`src/rtl/dm_bus_arbiter.sv`:
```
// Data-memory port arbiter: CPU M-stage priority, external port guaranteed by starvation/lock limits.
// Optional DM_ARB_STATS_EN adds stall/grant/forced-grant counters.
module dm_bus_arbiter #(
  parameter int unsigned STARVE_LIMIT = 4,
  parameter int unsigned LOCK_MAX     = 8
) (
  input  logic        clk,
  input  logic        reset,
  input  logic        cpu_req,
  input  logic        cpu_we,
  input  logic [31:0] cpu_addr,
  input  logic [31:0] cpu_wdata,
  input  logic [3:0]  cpu_be,
  output logic [31:0] cpu_rdata,
  output logic        cpu_stall,
  input  logic        ext_req,
  input  logic        ext_we,
  input  logic        ext_lock,
  input  logic [31:0] ext_addr,
  input  logic [31:0] ext_wdata,
  input  logic [3:0]  ext_be,
  output logic        ext_gnt,
  output logic [31:0] ext_rdata,
  output logic        mem_we,
  output logic [31:0] mem_addr,
  output logic [31:0] mem_wdata,
  output logic [3:0]  mem_be,
  input  logic [31:0] mem_rdata
`ifdef DM_ARB_STATS_EN
  ,
  output logic [31:0] stat_cpu_stall,
  output logic [31:0] stat_ext_gnt,
  output logic [15:0] stat_forced
`endif
);

  typedef enum logic {S_CPU, S_LOCK} state_t;

  localparam logic [3:0] STARVE_L = 4'(STARVE_LIMIT);
  localparam logic [3:0] LOCK_L   = 4'(LOCK_MAX);

  state_t     state;
  logic [3:0] starve_cnt;
  logic [3:0] lock_cnt;
  logic       cpu_prio;
  logic       ext_own;
  logic       cpu_own;
  logic       forced;

  // cpu_prio suppresses the starvation override for the cycle after a capped lock.
  always_comb begin
    ext_own = 1'b0;
    cpu_own = 1'b0;
    forced  = 1'b0;
    if (!reset) begin
      if (state == S_LOCK && ext_req) begin
        ext_own = 1'b1;
      end else if (ext_req && !cpu_req) begin
        ext_own = 1'b1;
      end else if (ext_req && cpu_req && starve_cnt == STARVE_L && !cpu_prio) begin
        ext_own = 1'b1;
        forced  = 1'b1;
      end
      cpu_own = cpu_req && !ext_own;
    end
  end

  always_comb begin
    mem_we    = 1'b0;
    mem_addr  = 32'h0;
    mem_wdata = 32'h0;
    mem_be    = 4'h0;
    if (ext_own) begin
      mem_we    = ext_we && ext_req;
      mem_addr  = ext_addr;
      mem_wdata = ext_wdata;
      mem_be    = ext_be;
    end else if (cpu_own) begin
      mem_we    = cpu_we && cpu_req;
      mem_addr  = cpu_addr;
      mem_wdata = cpu_wdata;
      mem_be    = cpu_be;
    end
  end

  assign ext_gnt   = ext_own;
  assign cpu_stall = cpu_req && !cpu_own && !reset;
  assign cpu_rdata = mem_rdata;
  assign ext_rdata = mem_rdata;

  always_ff @(posedge clk) begin
    if (reset) begin
      state      <= S_CPU;
      starve_cnt <= 4'd0;
      lock_cnt   <= 4'd0;
      cpu_prio   <= 1'b0;
    end else begin
      cpu_prio <= 1'b0;
      if (ext_own || !ext_req) begin
        starve_cnt <= 4'd0;
      end else if (starve_cnt < STARVE_L) begin
        starve_cnt <= starve_cnt + 4'd1;
      end
      case (state)
        S_CPU: begin
          if (ext_own && ext_lock && LOCK_MAX > 1) begin
            state    <= S_LOCK;
            lock_cnt <= 4'd1;
          end
        end
        S_LOCK: begin
          if (!ext_req || !ext_lock) begin
            state    <= S_CPU;
            lock_cnt <= 4'd0;
          end else if (lock_cnt + 4'd1 == LOCK_L) begin
            state    <= S_CPU;
            lock_cnt <= 4'd0;
            cpu_prio <= 1'b1;
          end else begin
            lock_cnt <= lock_cnt + 4'd1;
          end
        end
        default: begin
          state    <= S_CPU;
          lock_cnt <= 4'd0;
        end
      endcase
    end
  end

`ifdef DM_ARB_STATS_EN
  always_ff @(posedge clk) begin
    if (reset) begin
      stat_cpu_stall <= 32'd0;
      stat_ext_gnt   <= 32'd0;
      stat_forced    <= 16'd0;
    end else begin
      stat_cpu_stall <= stat_cpu_stall + {31'd0, cpu_stall};
      stat_ext_gnt   <= stat_ext_gnt + {31'd0, ext_gnt};
      stat_forced    <= stat_forced + {15'd0, forced};
    end
  end
`endif

endmodule
```
`config.mk`:
```
export PLATFORM = sky130hd
export DESIGN_NAME = dm_bus_arbiter
export DESIGN_NICKNAME = d
export VERILOG_FILES = /design/src/rtl/dm_bus_arbiter.sv
export SDC_FILE = /design/constraint.sdc
export NUM_CORES = 1
export LEC_CHECK = 0
export ABC_AREA = 1
export BUFFER_PORTS_ARGS = -buffer_cell sky130_fd_sc_hd__buf_2
export CAP_MARGIN = 15
export CORE_AREA = 2 2 121 123
export DETAILED_ROUTE_END_ITERATION = 16
export DIE_AREA = 0 0 123 125
export GPL_TIMING_DRIVEN = 1
export SKIP_LAST_GASP = 1
export SLEW_MARGIN = 20
export SYNTH_ARGS = -nofsm -noshare
export SYNTH_HDL_FRONTEND = slang
export SYNTH_SLANG_ARGS = --single-unit
```
`constraint.sdc`:
```
create_clock -name clk -period 2.1 [get_ports clk]
set_input_delay 0.315 -clock clk [delete_from_list [all_inputs] [get_ports clk]]
set_output_delay 0.315 -clock clk [all_outputs]
set_load 0.01 [all_outputs]
```
# Word-level counts from Yosys, hierarchy flattened
# Index checks and enable logic that the tools add are counted.
dict set report classes {
  order_cmp 1
  muxes 23
  bitwise_logic 1
  n_reduce_logical 22
  n_eq_ne 3
  n_addsub 2
}
# op count
set op_table {}
lappend op_table {{$mux W32} 4}
lappend op_table {{$mux W4} 5}
lappend op_table {{$mux W1} 12}
lappend op_table {{$logic_and A1 B1 Y1} 11}
lappend op_table {{$add A4 B1 Y4 const B} 2}
lappend op_table {{$pmux W4 S2} 1}
lappend op_table {{$logic_not A1 Y1} 7}
lappend op_table {{$eq A4 B3 Y1 const B} 1}
lappend op_table {{$eq A4 B4 Y1 const B} 1}
lappend op_table {{$lt A4 B3 Y1 const B} 1}
lappend op_table {{$reduce_or A3 Y1} 1}
lappend op_table {{$logic_or A1 B1 Y1} 2}
lappend op_table {{$ne A2 B2 Y1 const B} 1}
lappend op_table {{$pmux W1 S2} 1}
lappend op_table {{$reduce_or A2 Y1} 1}
lappend op_table {{$not A1 Y1} 1}
dict set report word_totals {
  output_inout_bits 135
  regBits 10
  word_cells 56
}

# Depth between registers and ports, before layout
dict set report logic_depth {
  word_depth 13
  ltp_mapped 11
  mapped_depth_nobuf 10
}

# Worst setup path before layout
# No wires, ideal clock.
dict set report synth_timing {
  path_type {flip-flop to output port}
  start {reg starve_cnt[0]}
  end {out mem_addr[0]}
  path_buffers 1
  path_stages_with_launch 11
  arrival_time_ns 1.393
  path_slack_ns 0.392
  path_cell_list {dfxtp_1 -> inv_1 -> ha_1 -> nand2_1 -> inv_1 -> nand2_1 -> nand2_2 -> nand2_2 -> nand3_2 -> clkbuf_1 -> o21ai_0}
}
dict set report synth_via {
  elab_chain_cells 12
  elab_cells_between_ends 13
}
# item line
set synth_rtl {}
lappend synth_rtl {{start: declaration} 43} ;# logic [3:0] starve_cnt;
lappend synth_rtl {{start signal: assignment} 102} ;# starve_cnt <= starve_cnt + 4'd1;
lappend synth_rtl {{$eq A4 B3 Y1 *} 60} ;# end else if (ext_req && cpu_req && starve_cnt == STARVE_L && !cpu_prio) begin
lappend synth_rtl {{$logic_and A1 B1 Y1 * (2 in series)} 60}
lappend synth_rtl {{$mux W1 *} 60}
lappend synth_rtl {{$mux W1 *} 58} ;# end else if (ext_req && !cpu_req) begin
lappend synth_rtl {{$mux W1 *} 56} ;# if (state == S_LOCK && ext_req) begin
lappend synth_rtl {{$mux W1 *} 55} ;# if (!reset) begin
lappend synth_rtl {{$logic_not A1 Y1} 64} ;# cpu_own = cpu_req && !ext_own;
lappend synth_rtl {{$logic_and A1 B1 Y1} 64}
lappend synth_rtl {{$mux W1} 55}
lappend synth_rtl {{$mux W32} 78} ;# end else if (cpu_own) begin
lappend synth_rtl {{$mux W32 *} 73} ;# if (ext_own) begin
lappend synth_rtl {{end: declaration} 25} ;# output logic [31:0] mem_addr,
# Mark *: on every way between the ends. The rest lies on a longest branch, timed or not. The select of a mux whose other input is x is not followed.

# Worst setup path after layout
dict set report layout_timing {
  start {reg starve_cnt[0]}
  end {out mem_addr[9]}
}
# The elaborated chain is that of the path after synthesis.

==> implementation parameters <==
Parameter                              Value

Run status
  Outcome    finished, violations left
  Violations in the final reports    negative setup slack

GRT
  Global-route usage over all layers    0.0818
  Wire length of the first global-routing pass    10.2 mm
  Vias in the first global route    2211
  Largest net degree at the start of global routing    45
  Antenna violations before repair    0
  Overflow left after global routing    0

Timing
  Total negative slack for setup checks    -21.7 ps
  Number of max-slew violations in the final report    0
  Portion of the clock cycle consumed by the worst path in the final layout    1.01
  Rel. slew slack    0.847
  Highest attainable clock frequency    0.472 GHz
  Measured slew at the worst slew-check pin    229 ps
  Crit path setup slack, layout    -17.4 ps
  Hold WS    359 ps
  Final number of hold-violating endpoints    0
  Endpoints failing setup    3
  Post-layout minimum cycle time    2120 ps
  Worst Clk Skew    0.953 ps
  Unrepaired setup endpoints after global routing    true

Logic synthesis
  Most frequent cell after synthesis    inv_1
  Yosys cell types    21
  Avg Inst Size Synth    5.50 um2
  Yosys reg bits    10
  Post-Syn Instances    357
  Number of enable flip-flop cells after synthesis    0
  Post-synthesis sequential area ratio    0.102
  Ranking of synthesized cells by instance count    inv_1 (80), nand2_1 (79), buf_4 (64)
  Netlist area before placement    1960 um2
  Synthesized netlist net count    535
  Synth async-reset ratio    0
  Post-synth top flop    dfxtp_1
  Leading post-synthesis cells by cell area    buf_4 (24%), inv_1 (15%), nand2_1 (15%)
  Fraction of post-synthesis cell area in the top cell type by area    0.245
  Yosys warns    0
  Library cell occupying the most area in the post-synthesis netlist    buf_4

Clock tree
  Post-CTS Hold Fix Bufs    0
  Clock sink total    10
  H-tree levels    1
  Number of buffers added by the clock tree synthesis step    3
  CTS tree    yes
  Buffer levels on the longest clock path    2
  Skew-Pair Late Insertion Delay    230 ps
  Reg clk slew, reported paths    40 ps
  Cell at the root of the clock tree    clkbuf_16

Drt
  Average vias per placed instance    3.84
  Number of antenna-violating nets in the routed design    0
  Drt total wl    9.45 mm
  Wire per inst    13.5 um
  Initial DRC count    77
  Remaining design rule violation count    0
  Via count of the routed design    2690
  First-pass detailed-route iteration total    4

Die
  I/O pin count    310
  Die Width    123 um
  Floorplan Core Area    14200 um2
  Overall die height    125 um
  Initial core utilization    0.138
  DIE AREA    15400 um2
  Placement Rows    44

Worst setup path
  Length in cells of the worst reg-to-reg path    11
  Crit path launch type    register
  Required time of the critical path    1780 ps
  R2r startpoint    starve_cnt[1]
  Critical path type    reg2out
  Destination of the worst register-to-register timing path    state
  Slack of the worst reg-to-reg path    670 ps
  Critical path origin    starve_cnt[0]
  Endpoint kind of the worst setup timing path    primary output
  Critical path fanouts, max    8
  Worst path arrival time    1800 ps

Power and ir drop
  Pwr dens    315 nW/um2
  Peak supply drop    0.223 mV
  Standby leakage power    0.00199 uW
  Post-layout total power    1050 uW

Job
  Max-cap violations    0

Finish
  Antenna Cells    0
  Fraction of layout cells with a size suffix above 1    0.566
  Fillers    1611
  Net count of the finished layout    696
  Fin cells    700
  Layout area overhead    69.3%
  Post-route core utilization    0.234

Min path
  Destination of the worst hold path    state
  Hold Path Stages    2
  Launch instance of the worst min-delay path    reset
  Class of the worst hold path    in2reg

Placed design
  Number of placed cells counting well taps    680
  Number of buffers inserted by port buffering    213
  HPWL after detailed placement    5.95 mm
  Routability congestion estimate    0.739
flip-flops by register name, indices dropped and copies added, names as in the netlist:
register	cells
cpu_prio	1
lock_cnt	4
starve_cnt	4
state	1
cells in the final DEF (no fill, tap or decap):
cell and count:
a21oi_1 7, buf_12 5, buf_2 212, buf_4 2, buf_6 7, buf_8 1
clkbuf_16 10, dfxtp_1 8, dfxtp_2 2, ha_1 2, ha_4 1, inv_1 77
inv_2 3, inv_8 1, nand2_1 76, nand2_2 3, nand2_4 2, nand3_1 11
nand3_2 1, nand3_4 1, nand4_1 1, nor2_1 10, nor2_2 1, nor3_1 1
o21ai_0 11, o21ai_1 19, o21ai_2 40, xor2_1 1
critical path: stages, from the launching register on:
cell	delay, ps
dfxtp_2	330
inv_2	60
ha_4	150
nand2_2	60
inv_2	30
nand2_2	70
nand2_4	70
nand2_4	90
nand3_4	90
buf_12	170
clkbuf_16	170
o21ai_2	130
buf_2	140
metal layers:
| layer | vias to the layer above | track usage | part of all wire |
|---|---|---|---|
| met1 | 1156 | 0.0905 | 0.38 |
| li1 | 1333 | - | - |
| met2 | 177 | 0.137 | 0.49 |
| met5 | - | 0 | 0 |
| met4 | 0 | 0.0388 | 0.027 |
| met3 | 24 | 0.0301 | 0.11 |
worst max path at each step:
stage,end,slack (ps),cells after the start
CTS,mem_wdata[19],4,11
detailed placement,mem_be[1],180,11
finish,mem_addr[9],-20,12
global route,mem_addr[9],-100,12
floorplan,mem_addr[0],390,10
global placement,mem_addr[23],170,12
metrics by stage:
step                instance area [um2]  setup slack, ps
floorplan                          1960              392
global placement                   2770              170
detailed placement                 2770              176
CTS                                2870             4.19
global route                       3320             -104
finish                             3320            -17.4
power by group:
part | internal [uW] | switching (uW)
registers | 193 | 1.91
logic | 260 | 262
clock network | 246 | 82.4
total | 700 | 346
layout make-up:
class | instances | area [um2] | area share
Multi-Input combinational cell | 188 | 1060 | 0.319
Clock buffer | 3 | 75.1 | 0.0226
Sequential cell | 10 | 203 | 0.0610
Timing Repair Buffer | 234 | 1450 | 0.435
Inverter | 81 | 312 | 0.0937
Tap cell | 184 | 230 | 0.0693
logic make-up after synthesis:
kind of cell               after synthesis  share of synthesized area
buffers and inverters                  160                      0.440
and+or+nand+nor                        106                      0.219
AOI/OAI and AO/OA                       77                      0.215
DFF                                     10                      0.102
adders and majority gates                3                     0.0191
xor gates and xnor gates                 1                    0.00446
timing repair:
action,CTS,global route
endpoints found under the setup margin,34,69
gates cloned,0,15
pin swaps,0,5
buffers inserted,0,2
endpoints found under the hold margin,0,0
resized for setup,6,87
Note: power is estimated with default switching activity, not from simulation.
